**config.mk**
```make
export PLATFORM = sky130hd
export DESIGN_NAME = unidade_controle_flat
export DESIGN_NICKNAME = d
export VERILOG_FILES = /design/src/rtl/unidade_controle_if.sv /design/src/rtl/unidade_controle.sv /design/src/flat_wrapper.sv
export SDC_FILE = /design/constraint.sdc
export NUM_CORES = 1
export LEC_CHECK = 0
export CAP_MARGIN = 20
export CELL_PAD_IN_SITES_DETAIL_PLACEMENT = 0
export CELL_PAD_IN_SITES_GLOBAL_PLACEMENT = 2
export CORE_UTILIZATION = 22
export DETAILED_ROUTE_END_ITERATION = 8
export GPL_TIMING_DRIVEN = 0
export PLACE_DENSITY_LB_ADDON = 0.3
export SYNTH_ARGS = -nofsm -noshare
export SYNTH_HDL_FRONTEND = slang
export SYNTH_SLANG_ARGS = --single-unit
```
**constraint.sdc**
```tcl
create_clock -name clk -period 1.6 [get_ports clk]
set_clock_uncertainty 0.05 [all_clocks]
set_input_delay 0.32 -clock clk [delete_from_list [all_inputs] [get_ports clk]]
set_output_delay 0.32 -clock clk [all_outputs]
set_load 0.01 [all_outputs]
```
**src/rtl/unidade_controle_if.sv**
```systemverilog
`default_nettype none
// ============================================================================
//  Module      : unidade_controle_if
//  Description : Fetch handshake and datapath-control bundle of the control unit
//  Revision    : 1.0 - initial release
// ============================================================================
interface unidade_controle_if #(
  parameter int bits_palavra  = 16,
  parameter int end_registros = 2,
  parameter int bits_pc       = 8
);
  logic                     run;
  logic                     instr_valid;
  logic [bits_palavra-1:0]  instr_data;
  logic                     instr_req;
  logic [bits_pc-1:0]       pc;
  logic                     Hab_Escrita;
  logic [end_registros-1:0] Sel_SA;
  logic [end_registros-1:0] Sel_SB;
  logic [end_registros-1:0] Sel_SC;
  logic [4:0]               controleOperacao;
  logic                     reset_Ban_Registros;
  logic                     reset_Flags;
  logic                     halted;

  modport master (
    output run, instr_valid, instr_data,
    input  instr_req, pc, Hab_Escrita, Sel_SA, Sel_SB, Sel_SC,
           controleOperacao, reset_Ban_Registros, reset_Flags, halted
  );

  modport slave (
    input  run, instr_valid, instr_data,
    output instr_req, pc, Hab_Escrita, Sel_SA, Sel_SB, Sel_SC,
           controleOperacao, reset_Ban_Registros, reset_Flags, halted
  );
endinterface
`default_nettype wire

```
**src/rtl/unidade_controle.sv**
```systemverilog
`default_nettype none
// ============================================================================
//  Module      : unidade_controle
//  Description : Multi-cycle control unit (fetch/decode/execute/writeback/halt)
//  Revision    : 1.0 - initial release
// ============================================================================
module unidade_controle #(
  parameter int bits_palavra  = 16,
  parameter int end_registros = 2,
  parameter int bits_pc       = 8
) (
  input  wire                clk,
  input  wire                reset,
  unidade_controle_if.slave  bus
);

  localparam int OP_LSB = bits_palavra - 5;
  localparam int RC_LSB = OP_LSB - end_registros;
  localparam int RA_LSB = RC_LSB - end_registros;
  localparam int RB_LSB = RA_LSB - end_registros;

  localparam logic [4:0] OP_NOP  = 5'b00000;
  localparam logic [4:0] OP_HALT = 5'b11111;

  typedef enum logic [2:0] {
    ST_INIT      = 3'd0,
    ST_FETCH     = 3'd1,
    ST_DECODE    = 3'd2,
    ST_EXECUTE   = 3'd3,
    ST_WRITEBACK = 3'd4,
    ST_HALT      = 3'd5
  } state_t;

  state_t                  state_q;
  logic [bits_pc-1:0]      pc_q;
  logic [bits_palavra-1:0] ir_q;
  logic                    hab_q;
  logic                    clr_q;
  logic                    halted_q;

  logic [4:0] w_op;
  logic       w_accept;
  logic       unused_bits;

  assign w_op        = ir_q[OP_LSB +: 5];
  assign w_accept    = (state_q == ST_FETCH) && bus.run && bus.instr_valid;
  assign unused_bits = ^ir_q[RB_LSB-1:0];

  always_ff @(posedge clk) begin
    if (reset) begin
      state_q  <= ST_INIT;
      pc_q     <= '0;
      ir_q     <= '0;
      hab_q    <= 1'b0;
      clr_q    <= 1'b1;
      halted_q <= 1'b0;
    end else begin
      case (state_q)
        ST_INIT: begin
          clr_q   <= 1'b0;
          state_q <= ST_FETCH;
        end
        ST_FETCH: begin
          if (w_accept) begin
            ir_q    <= bus.instr_data;
            pc_q    <= pc_q + bits_pc'(1);
            state_q <= ST_DECODE;
          end
        end
        ST_DECODE: begin
          if (w_op == OP_HALT) begin
            halted_q <= 1'b1;
            state_q  <= ST_HALT;
          end else begin
            state_q  <= ST_EXECUTE;
          end
        end
        ST_EXECUTE: begin
          if (w_op == OP_NOP) begin
            state_q <= ST_FETCH;
          end else begin
            hab_q   <= 1'b1;
            state_q <= ST_WRITEBACK;
          end
        end
        ST_WRITEBACK: begin
          hab_q   <= 1'b0;
          state_q <= ST_FETCH;
        end
        ST_HALT: begin
          state_q <= ST_HALT;
        end
        default: begin
          hab_q   <= 1'b0;
          state_q <= ST_INIT;
        end
      endcase
    end
  end

  // Reset masks the outputs in the very cycle it is raised, before the edge clears the registers.
  assign bus.instr_req           = (state_q == ST_FETCH) && bus.run && !reset;
  assign bus.Hab_Escrita         = hab_q && !reset;
  assign bus.reset_Ban_Registros = clr_q && !reset;
  assign bus.reset_Flags         = clr_q && !reset;
  assign bus.halted              = halted_q;
  assign bus.pc                  = pc_q;
  assign bus.controleOperacao    = reset ? 5'd0 : w_op;
  assign bus.Sel_SC              = reset ? '0 : ir_q[RC_LSB +: end_registros];
  assign bus.Sel_SA              = reset ? '0 : ir_q[RA_LSB +: end_registros];
  assign bus.Sel_SB              = reset ? '0 : ir_q[RB_LSB +: end_registros];

endmodule
`default_nettype wire

```
**src/flat_wrapper.sv**
```systemverilog
// flat-port wrapper written by rule: the top's interface ports become plain ports
module unidade_controle_flat 
#(
  parameter int bits_palavra  = 16,
  parameter int end_registros = 2,
  parameter int bits_pc       = 8
)
  (clk, reset, bus_run, bus_instr_valid, bus_instr_data, bus_instr_req, bus_pc, bus_Hab_Escrita, bus_Sel_SA, bus_Sel_SB, bus_Sel_SC, bus_controleOperacao, bus_reset_Ban_Registros, bus_reset_Flags, bus_halted);
  unidade_controle_if #(.bits_palavra(bits_palavra), .end_registros(end_registros), .bits_pc(bits_pc)) bus_i ();
  input  wire clk;
  input  wire reset;
  input wire logic [$bits(bus_i.run)-1:0] bus_run;
  input wire logic [$bits(bus_i.instr_valid)-1:0] bus_instr_valid;
  input wire logic [$bits(bus_i.instr_data)-1:0] bus_instr_data;
  output wire logic [$bits(bus_i.instr_req)-1:0] bus_instr_req;
  output wire logic [$bits(bus_i.pc)-1:0] bus_pc;
  output wire logic [$bits(bus_i.Hab_Escrita)-1:0] bus_Hab_Escrita;
  output wire logic [$bits(bus_i.Sel_SA)-1:0] bus_Sel_SA;
  output wire logic [$bits(bus_i.Sel_SB)-1:0] bus_Sel_SB;
  output wire logic [$bits(bus_i.Sel_SC)-1:0] bus_Sel_SC;
  output wire logic [$bits(bus_i.controleOperacao)-1:0] bus_controleOperacao;
  output wire logic [$bits(bus_i.reset_Ban_Registros)-1:0] bus_reset_Ban_Registros;
  output wire logic [$bits(bus_i.reset_Flags)-1:0] bus_reset_Flags;
  output wire logic [$bits(bus_i.halted)-1:0] bus_halted;
  assign bus_i.run = bus_run;
  assign bus_i.instr_valid = bus_instr_valid;
  assign bus_i.instr_data = bus_instr_data;
  assign bus_instr_req = bus_i.instr_req;
  assign bus_pc = bus_i.pc;
  assign bus_Hab_Escrita = bus_i.Hab_Escrita;
  assign bus_Sel_SA = bus_i.Sel_SA;
  assign bus_Sel_SB = bus_i.Sel_SB;
  assign bus_Sel_SC = bus_i.Sel_SC;
  assign bus_controleOperacao = bus_i.controleOperacao;
  assign bus_reset_Ban_Registros = bus_i.reset_Ban_Registros;
  assign bus_reset_Flags = bus_i.reset_Flags;
  assign bus_halted = bus_i.halted;
  unidade_controle #(.bits_palavra(bits_palavra), .end_registros(end_registros), .bits_pc(bits_pc)) u_core (.clk(clk), .reset(reset), .bus(bus_i));
endmodule
```
==> flow_metrics.py <==
metrics = {
    "outcome": {
        "status": "finished, violations left",
        "violations": "setup timing",
    },
    "logic_synthesis": {
        "async_flop_share_pct": 0,
        "ys_types": 34,
        "syn_nets": 173,
        "synth_edf_count": 0,
        "syn-cell-area_um2": 1230,
        "ys_warn_count": 0,
        "netlist_instances": 152,
        "avgSynthCellArea_um2": 8.12,
        "ys_seq_area_share_pct": 40.6,
        "ys.flop_type": "dfxtp_1",
        "ys_seq_elements": 25,
    },
    "floorplan": {
        "rows": 26,
        "fp.dieH_um": 76.9,
        "die_w_um": 76.9,
        "core_area_um2": 5240,
        "io_pins": 44,
        "dieArea_um2": 5910,
        "initial_core_util_pct": 23.6,
    },
    "placed_design": {
        "dp_hpwl_um": 2530,
        "port-buffer-count": 37,
        "dp_cells": 259,
        "place.gp.congestion": 0.722,
    },
    "routing": {
        "dr_total_vias": 1240,
        "wl_per_cell_um": 13.9,
        "remaining_drc_errors": 0,
        "viasPerCell": 4.68,
        "routed_wl_um": 3680,
        "ant_nets": 0,
        "dr.pass1.iters": 4,
        "drtIter0Drc": 26,
    },
    "flow_run": {
        "maxCapViolCount": 0,
    },
    "finish": {
        "n_antenna_cell": 0,
        "drive_above_1_share_pct": 22.6,
        "areaGrowthSynthToFinish_pct": 54.7,
        "layout.nets": 217,
        "fill_cells": 540,
        "seqCellArea_um2": 510,
        "multi_input_area_um2": 737,
        "fin_cells": 265,
        "final_core_util_pct": 36.4,
    },
    "timing": {
        "final.setup.worst_slack_ns": -0.220,
        "rsz0062_at_grt": "yes",
        "setup_viol": 4,
        "hold_viol": 0,
        "slew_viol_final": 0,
        "period_needed_ns": 1.82,
        "max_freq_mhz": 549,
        "maxSlewHeadroom_pct": 66.1,
        "fin_crit_sh_pct": 114,
        "worst_slew_pin_slew_ns": 0.508,
    },
    "clocking": {
        "cts_inserted_buffers": 3,
        "cts_sinks": 25,
        "cts_hold_buffers": 0,
        "clk_pin_slew_worst_paths_ns": 0.10,
        "cts_max_level": 1,
        "root_buffer": "clkbuf_8",
        "insertion_delay_ns": 0.27,
        "cts.path.max_buffers": 2,
        "cts_tree": "built",
    },
    "power_and_ir_drop": {
        "leakage_nw": 0.854,
        "powerDensity_nw_per_um2": 662,
        "ir_drop_v": 0.000235,
    },
    "critical_path": {
        "crit_type": "reg2out",
        "end_kind": "output pin",
        "startpoint_type": "register",
        "worstPathArrival_ns": 1.45,
        "crit_required_ns": 1.23,
        "crit_path_max_fanout": 2,
    },
    "global_route": {
        "grt_max_degree": 15,
        "grt-ovfl-total": 0,
        "grt_use_total_pct": 12.6,
        "grt_pass1_vias": 1229,
        "grt_first_pass_wirelength_um": 6040,
        "antenna_found_initial": 0,
    },
    "worst_hold_path": {
        "hold_class": "reg2reg",
    },
}
[routing by layer]
metal / wire length (µm) / up-vias / track usage, %
li1: - / 628 / -
met4: 19 / 0 / 4.04
met2: 1720 / 24 / 20.9
met1: 1830 / 586 / 16.7
met5: 0 / - / 0
met3: 113 / 2 / 1.90
[state kept, by name, indices dropped and copies added, names as in the netlist]
name               flops
u_core.clr_q           1
u_core.state_q         3
u_core.bus.pc          8
u_core.hab_q           1
u_core.ir_q           11
u_core.bus.halted      1
[critical path: stages (launching register included)]
cell and delay, ns:
dfxtp_1 0.32, or3b_4 0.42, buf_8 0.13, nor3b_2 0.15
buf_2 0.15
[per-stage QoR]
| step | total power, mW | area, µm² | hold slack [ns] | setup TNS, ns | setup slack, ns |
|---|---|---|---|---|---|
| global placement | 0.857 | 1720 | 0.406 | -14.08 | -1.03 |
| global route | 1.32 | 1910 | 0.444 | -0.602 | -0.270 |
| CTS | 1.28 | 1880 | 0.421 | -1.06 | -0.363 |
| detailed placement | 0.856 | 1720 | 0.404 | -14.34 | -1.03 |
| finish | 1.26 | 1910 | 0.413 | -0.366 | -0.220 |
| floorplan | 0.765 | 1260 | 0.384 | -0.154 | -0.0810 |
[final cells by class]
cell class	count	share of cell area, %
Timing Repair Buffer	41	21.1
Clock buffer	3	2.16
Buffer	13	5.90
Sequential cell	25	26.8
Tap cell	70	4.59
Inverter	3	0.590
Clock inverter	1	0.262
Multi-Input combinational cell	109	38.6
[placed cells by master, fill, tap and decap left out, types with 4 or more instances in the layout]
cell type and count:
a21oi_1 15, buf_4 4, clkbuf_8 5, clkdlybuf4s50_1 15
dfxtp_1 17, dfxtp_2 8, dlygate4sd2_1 13, dlymetal6s2s_1 8
nand2_1 6, nand3_1 14, nor2_1 7, nor2b_1 17
o21ai_0 11
[Yosys cell counts (2+ instances only)]
| library cell | instances | area (µm²) |
|---|---|---|
| o31ai_1 | 3 | 22.5 |
| mux2_2 | 4 | 45.0 |
| or4_1 | 3 | 22.5 |
| buf_4 | 2 | 15.0 |
| nor2b_1 | 18 | 113 |
| o21ai_0 | 13 | 65.1 |
| nand3_1 | 14 | 70.1 |
| nor4_1 | 3 | 18.8 |
| a21oi_1 | 16 | 80.1 |
| inv_1 | 3 | 11.3 |
| nand2_1 | 7 | 26.3 |
| nand4b_1 | 2 | 17.5 |
| clkbuf_1 | 11 | 41.3 |
| dfxtp_1 | 25 | 500 |
| nand4_1 | 2 | 12.5 |
| nor2_1 | 7 | 26.3 |
| nor3b_1 | 2 | 15.0 |
[timing repair]
| action | 4_1_cts | 5_1_grt |
|---|---|---|
| setup buffers | 3 | 1 |
| pin swaps | 5 | 5 |
| endpoints found under the setup margin | 38 | 24 |
| cloned | 0 | 0 |
| resized for setup | 56 | 20 |
[kinds of logic (layout without fill, tap and decap cells)]
logic type	after synthesis	count (layout)	share of synthesized area, %
buf+inv	18	61	6.29
simple gates	65	65	30.1
fa+ha+maj	1	1	1.01
compound gates	39	39	18.4
mux	4	4	3.65
flops	25	25	40.6
[power by group]
group	internal, mW	switching, mW
clock network	0.175	0.216
registers	0.639	0.0108
logic	0.111	0.111
[path summary, 6_finish.rpt]
| check | startpoint | end | slack [ns] | depth (start not counted) |
|---|---|---|---|---|
| max reg2reg | u_core.state_q[1]$_SDFFE_PP0P_ | u_core.bus.pc[3]$_SDFFE_PP0P_ | -0.09 | 5 |
| min | u_core.clr_q$_SDFFE_PP1P_ | u_core.clr_q$_SDFFE_PP1P_ | 0.41 | 2 |
| min reg2reg | u_core.clr_q$_SDFFE_PP1P_ | u_core.clr_q$_SDFFE_PP1P_ | 0.41 | 2 |
| max | u_core.state_q[1]$_SDFFE_PP0P_ | bus_instr_req | -0.22 | 4 |
Power figures use the tool's default switching activity.
==> variant 1, RTL diff (config.mk and constraints unchanged) <==
Reset style: asynchronous (`reset`), changed in one clocked block.
--- a/src/rtl/unidade_controle.sv
+++ b/src/rtl/unidade_controle.sv
@@ -47,5 +47,5 @@
   assign unused_bits = ^ir_q[RB_LSB-1:0];
 
-  always_ff @(posedge clk) begin
+  always_ff @(posedge clk or posedge reset) begin
     if (reset) begin
       state_q  <= ST_INIT;
Check against the original RTL: differs if reset is asserted again (counterexample within 4 cycles, from zero or initial values and one cycle with reset high); with reset held inactive, the same outputs for 10 cycles.
==> variant 1 against the original RTL <==
- routed wire length down 24%
- worst hold slack worse by 0.044 ns
- non-clock buffer count down 1
- setup slack better by 0.26 ns
- synthesized cell count down 36%
- cell count down 17%
- sequential cell count unchanged
- die area down 2.6%
- final area down 2.7%
- register-to-register slack better by 0.13 ns
- area after synthesis down 2.6%
Power is not compared: it rests on default switching activity, and its combinational part moved more than twofold at a synthesized area within 25%.
==> variant 1: results (changes against the original RTL) <==
| Metric | Value |
|---|---|
| Status | finished, final reports clean (was complete, but fails checks) |
| First-pass GRT wire length | 4520 µm (was 6040 µm) |
| Post-synth top cells | dfrtp_1 (24), nor2b_1 (13), mux2_4 (7) (was dfxtp_1 (25), nor2b_1 (18), a21oi_1 (16)) |
| Final GP Congestion | 0.740 (was 0.722) |
| Critical path arrival | 1.66 ns (was 1.45 ns) |
| Hpwl dp | 1920 µm (was 2530 µm) |
| Inst Count DP | 205 (was 259) |
| Initial drt markers | 13 (was 26) |
| FF-to-FF path depth | 4 (was 5) |
| Routed wire length | 2810 µm (was 3680 µm) |
| Area post-placement | 1670 µm² (was 1720 µm²) |
| GRT Total Usage | 10.6% (was 12.6%) |
| Area of the multi-input gates | 572 µm² (was 737 µm²) |
| Post-synth cell types | 30 (was 34) |
| Post-synthesis sequential area ratio | 52.2% (was 40.6%) |
| Syn_nets | 118 (was 173) |
| Place WS | -0.939 ns (was -1.03 ns) |
| Post-route minimum period | 1.56 ns (was 1.82 ns) |
| CP startpoint | u_core.state_q[2]$_DFFE_PP0P_ (was u_core.state_q[1]$_SDFFE_PP0P_) |
| Flop-to-flop setup slack | 0.04 ns (was -0.09 ns) |
| Drt first pass iters | 2 (was 4) |
| DR vias | 912 (was 1240) |
| Fraction of registers with async set/reset | 100% (was 0%) |
| Critical path peak fanout | 15 (was 2) |
| Number of fillers in the final layout | 513 (was 540) |
| Sequential cell area share | 34.1% (was 26.8%) |
[variant 1: logic make-up after synthesis]
kind of cell | share of synthesized area (%)
multiplexers | 13.4
AO/OA/AOI/OAI | 4.89
buffers and inverters | 3.44
flip-flops | 52.2
AND/OR/NAND/NOR | 19.9
XOR/XNOR | 5.10
adder cells (fa/ha/maj) | 1.04
[variant 1: power by group through the flow]
stage	logic [W]	clock network [W]	registers, W
floorplan	0.000626	0	0.00110
global placement	0.00108	0	0.00114
detailed placement	0.00108	0	0.00115
CTS	0.00129	0.000392	0.00108
global route	0.00142	0.000424	0.00111
finish	0.00130	0.000381	0.00108
[variant 1: timing repair]
action | in CTS | in global routing
endpoints found under the setup margin | 52 | 14
pin swaps | 2 | 0
setup buffers | 11 | 0
cloned | 1 | 0
gates resized for setup | 37 | 6
[variant 1: routing by layer]
layer  track usage, %  share of wire (%)  wire, µm
met3             3.57                8.4       236
met2             17.5                 44      1250
met1             13.4                 47      1330
met4             2.47                  0         0
met5                0                  0         0
==> variant 2, RTL diff (same settings) <==
Made on the original files. `bits_pc` is set to 8 in 3 places; all go to 6.
--- a/src/rtl/unidade_controle_if.sv
+++ b/src/rtl/unidade_controle_if.sv
@@ -8,5 +8,5 @@
   parameter int bits_palavra  = 16,
   parameter int end_registros = 2,
-  parameter int bits_pc       = 8
+  parameter int bits_pc       = 6
 );
   logic                     run;
--- a/src/rtl/unidade_controle.sv
+++ b/src/rtl/unidade_controle.sv
@@ -8,5 +8,5 @@
   parameter int bits_palavra  = 16,
   parameter int end_registros = 2,
-  parameter int bits_pc       = 8
+  parameter int bits_pc       = 6
 ) (
   input  wire                clk,
--- a/src/flat_wrapper.sv
+++ b/src/flat_wrapper.sv
@@ -4,5 +4,5 @@
   parameter int bits_palavra  = 16,
   parameter int end_registros = 2,
-  parameter int bits_pc       = 8
+  parameter int bits_pc       = 6
 )
   (clk, reset, bus_run, bus_instr_valid, bus_instr_data, bus_instr_req, bus_pc, bus_Hab_Escrita, bus_Sel_SA, bus_Sel_SB, bus_Sel_SC, bus_controleOperacao, bus_reset_Ban_Registros, bus_reset_Flags, bus_halted);
Interface: changed (resized bus_pc); port bits go from 44 to 42. No check against the original RTL was run, so the function may have changed too.
==> variant 2 against the original RTL <==
- setup slack improved by 0.26 ns
- final area decreased by 12%
- critical path depth decreased by 1
- area after synthesis decreased by 9.1%
- register-to-register slack improved by 0.19 ns
- global-route usage increased by 0.78 points
- routed wire length decreased by 8.4%
- total power decreased by 9.3%
- sequential cell count decreased by 2
- worst hold slack got worse by 0.013 ns
- critical endpoint unchanged
- highest routed layer unchanged
==> variant 2: results (changes against the original RTL) <==
| Metric | Value |
|---|---|
| Hpwl dp | 2300 µm (was 2530 µm) |
| # nets final | 197 (was 217) |
| Slew margin rel. | 65.7% (was 66.1%) |
| Drt first pass iters | 3 (was 4) |
| Post-DR wirelength/cell | 13.9 µm (about the same) |
| Inst Count DP | 234 (was 259) |
| FF-to-FF path depth | 3 (was 5) |
| Met2 Usage GRT | 22.8% (was 20.9%) |
| Flop-to-flop setup slack | 0.10 ns (was -0.09 ns) |
| Status | finished, final reports clean (was complete, but fails checks) |
| Area of the multi-input gates | 626 µm² (was 737 µm²) |
| First-pass GRT wire length | 5470 µm (was 6040 µm) |
| GRT Total Usage | 13.4% (was 12.6%) |
| Main area contributors after synthesis | dfxtp_1 (41%), nor2b_1 (8.4%), a21oi_1 (7.6%), nand3_1 (6.3%), o21ai_1 (5.8%) (was dfxtp_1 (41%), nor2b_1 (9.1%), a21oi_1 (6.5%), nand3_1 (5.7%), o21ai_0 (5.3%)) |
| Via-to-Cell Ratio | 4.53 (was 4.68) |
| Share of layout cells above drive strength 1 | 25.1% (was 22.6%) |
| Met2 WL | 1540 µm (was 1720 µm) |
| Area post-placement | 1570 µm² (was 1720 µm²) |
| HP Start | u_core.bus.halted$_SDFFE_PP0P_ (was u_core.clr_q$_SDFFE_PP1P_) |
| Post-synthesis sequential area ratio | 41.1% (was 40.6%) |
| Reg clk slew, reported paths | 0.08 ns (was 0.10 ns) |
| # setup viols final | 0 (was 4) |
| Crit-path slowest cell | dfxtp_4 (was or3b_4) |
| Critical path peak fanout | 9 (was 2) |
| Syn_nets | 152 (was 173) |
| Reg2reg end | u_core.state_q[0]$_SDFFE_PP0P_ (was u_core.bus.pc[3]$_SDFFE_PP0P_) |
| Met1 Usage GRT | 16.1% (was 16.7%) |
| Synth Instances | 131 (was 152) |
| Met3 wire len | 161 µm (was 113 µm) |
| Final GP Congestion | 0.734 (was 0.722) |
| Met1 wire length | 1620 µm (was 1830 µm) |
| Worst IR Drop VDD | 457 µV (was 235 µV) |
-- variant 2: cell count changes in the layout (fill, tap and decap cells not counted), sizes merged, moves of 4 or more --
| cell | delta |
|---|---|
| dlymetal6s2s | -5 |
| o21ai | +4 |
| nand2 | -4 |
| buf | +11 |
| dlygate4sd2 | -12 |
-- variant 2: cells by family (layout without fill, tap and decap cells) --
kind of cell	Yosys count	after routing	share of synthesized area (%)
adders and majority gates	1	1	1.12
buffers and inverters	14	58	5.92
AOI/OAI and AO/OA	42	42	22.7
and+or+nand+nor	50	50	28.2
DFF	23	23	41.1
muxes	1	1	1.00
-- variant 2: final cells by class --
class                           count  share of cell area (%)
Clock buffer                        4                    2.68
Multi-Input combinational cell     94                    37.2
Timing Repair Buffer               40                    19.9
Inverter                            3                   0.669
Buffer                             11                    6.62
Tap cell                           67                    4.98
Sequential cell                    23                    28.0
-- variant 2: timing repair --
item / in CTS / in global routing
hold buffers: 0 / 0
setup buffers: 3 / 0
gates resized for setup: 81 / 15
endpoints found under the setup margin: 36 / 17
cloned: 1 / 0
endpoints found under the hold margin: 0 / 0
-- variant 2: per-stage QoR --
stage	hold WS [ns]	setup WS (ns)
3_3_place_gp	0.390	-1.25
3_5_place_dp	0.400	-1.23
5_1_grt	0.452	0.000553
2_1_floorplan	0.384	0.0134
6_report	0.400	0.0410
4_1_cts	0.410	0.00147
-- variant 2: tightest hold or removal path, delay by kind of cell, from the launching register on --
| family | cells | cell delay (ns) |
|---|---|---|
| flip-flops | 1 | 0.31 |
| AO/OA/AOI/OAI | 1 | 0.05 |
| buffers and inverters | 1 | 0.05 |
-- variant 2: where the power goes --
group          internal, W  leakage, nW  switching [W]
Combinational    0.0000984        0.484      0.0000750
Clock             0.000178       0.0228       0.000191
Sequential        0.000586        0.189      0.0000167
Total             0.000862        0.696       0.000283
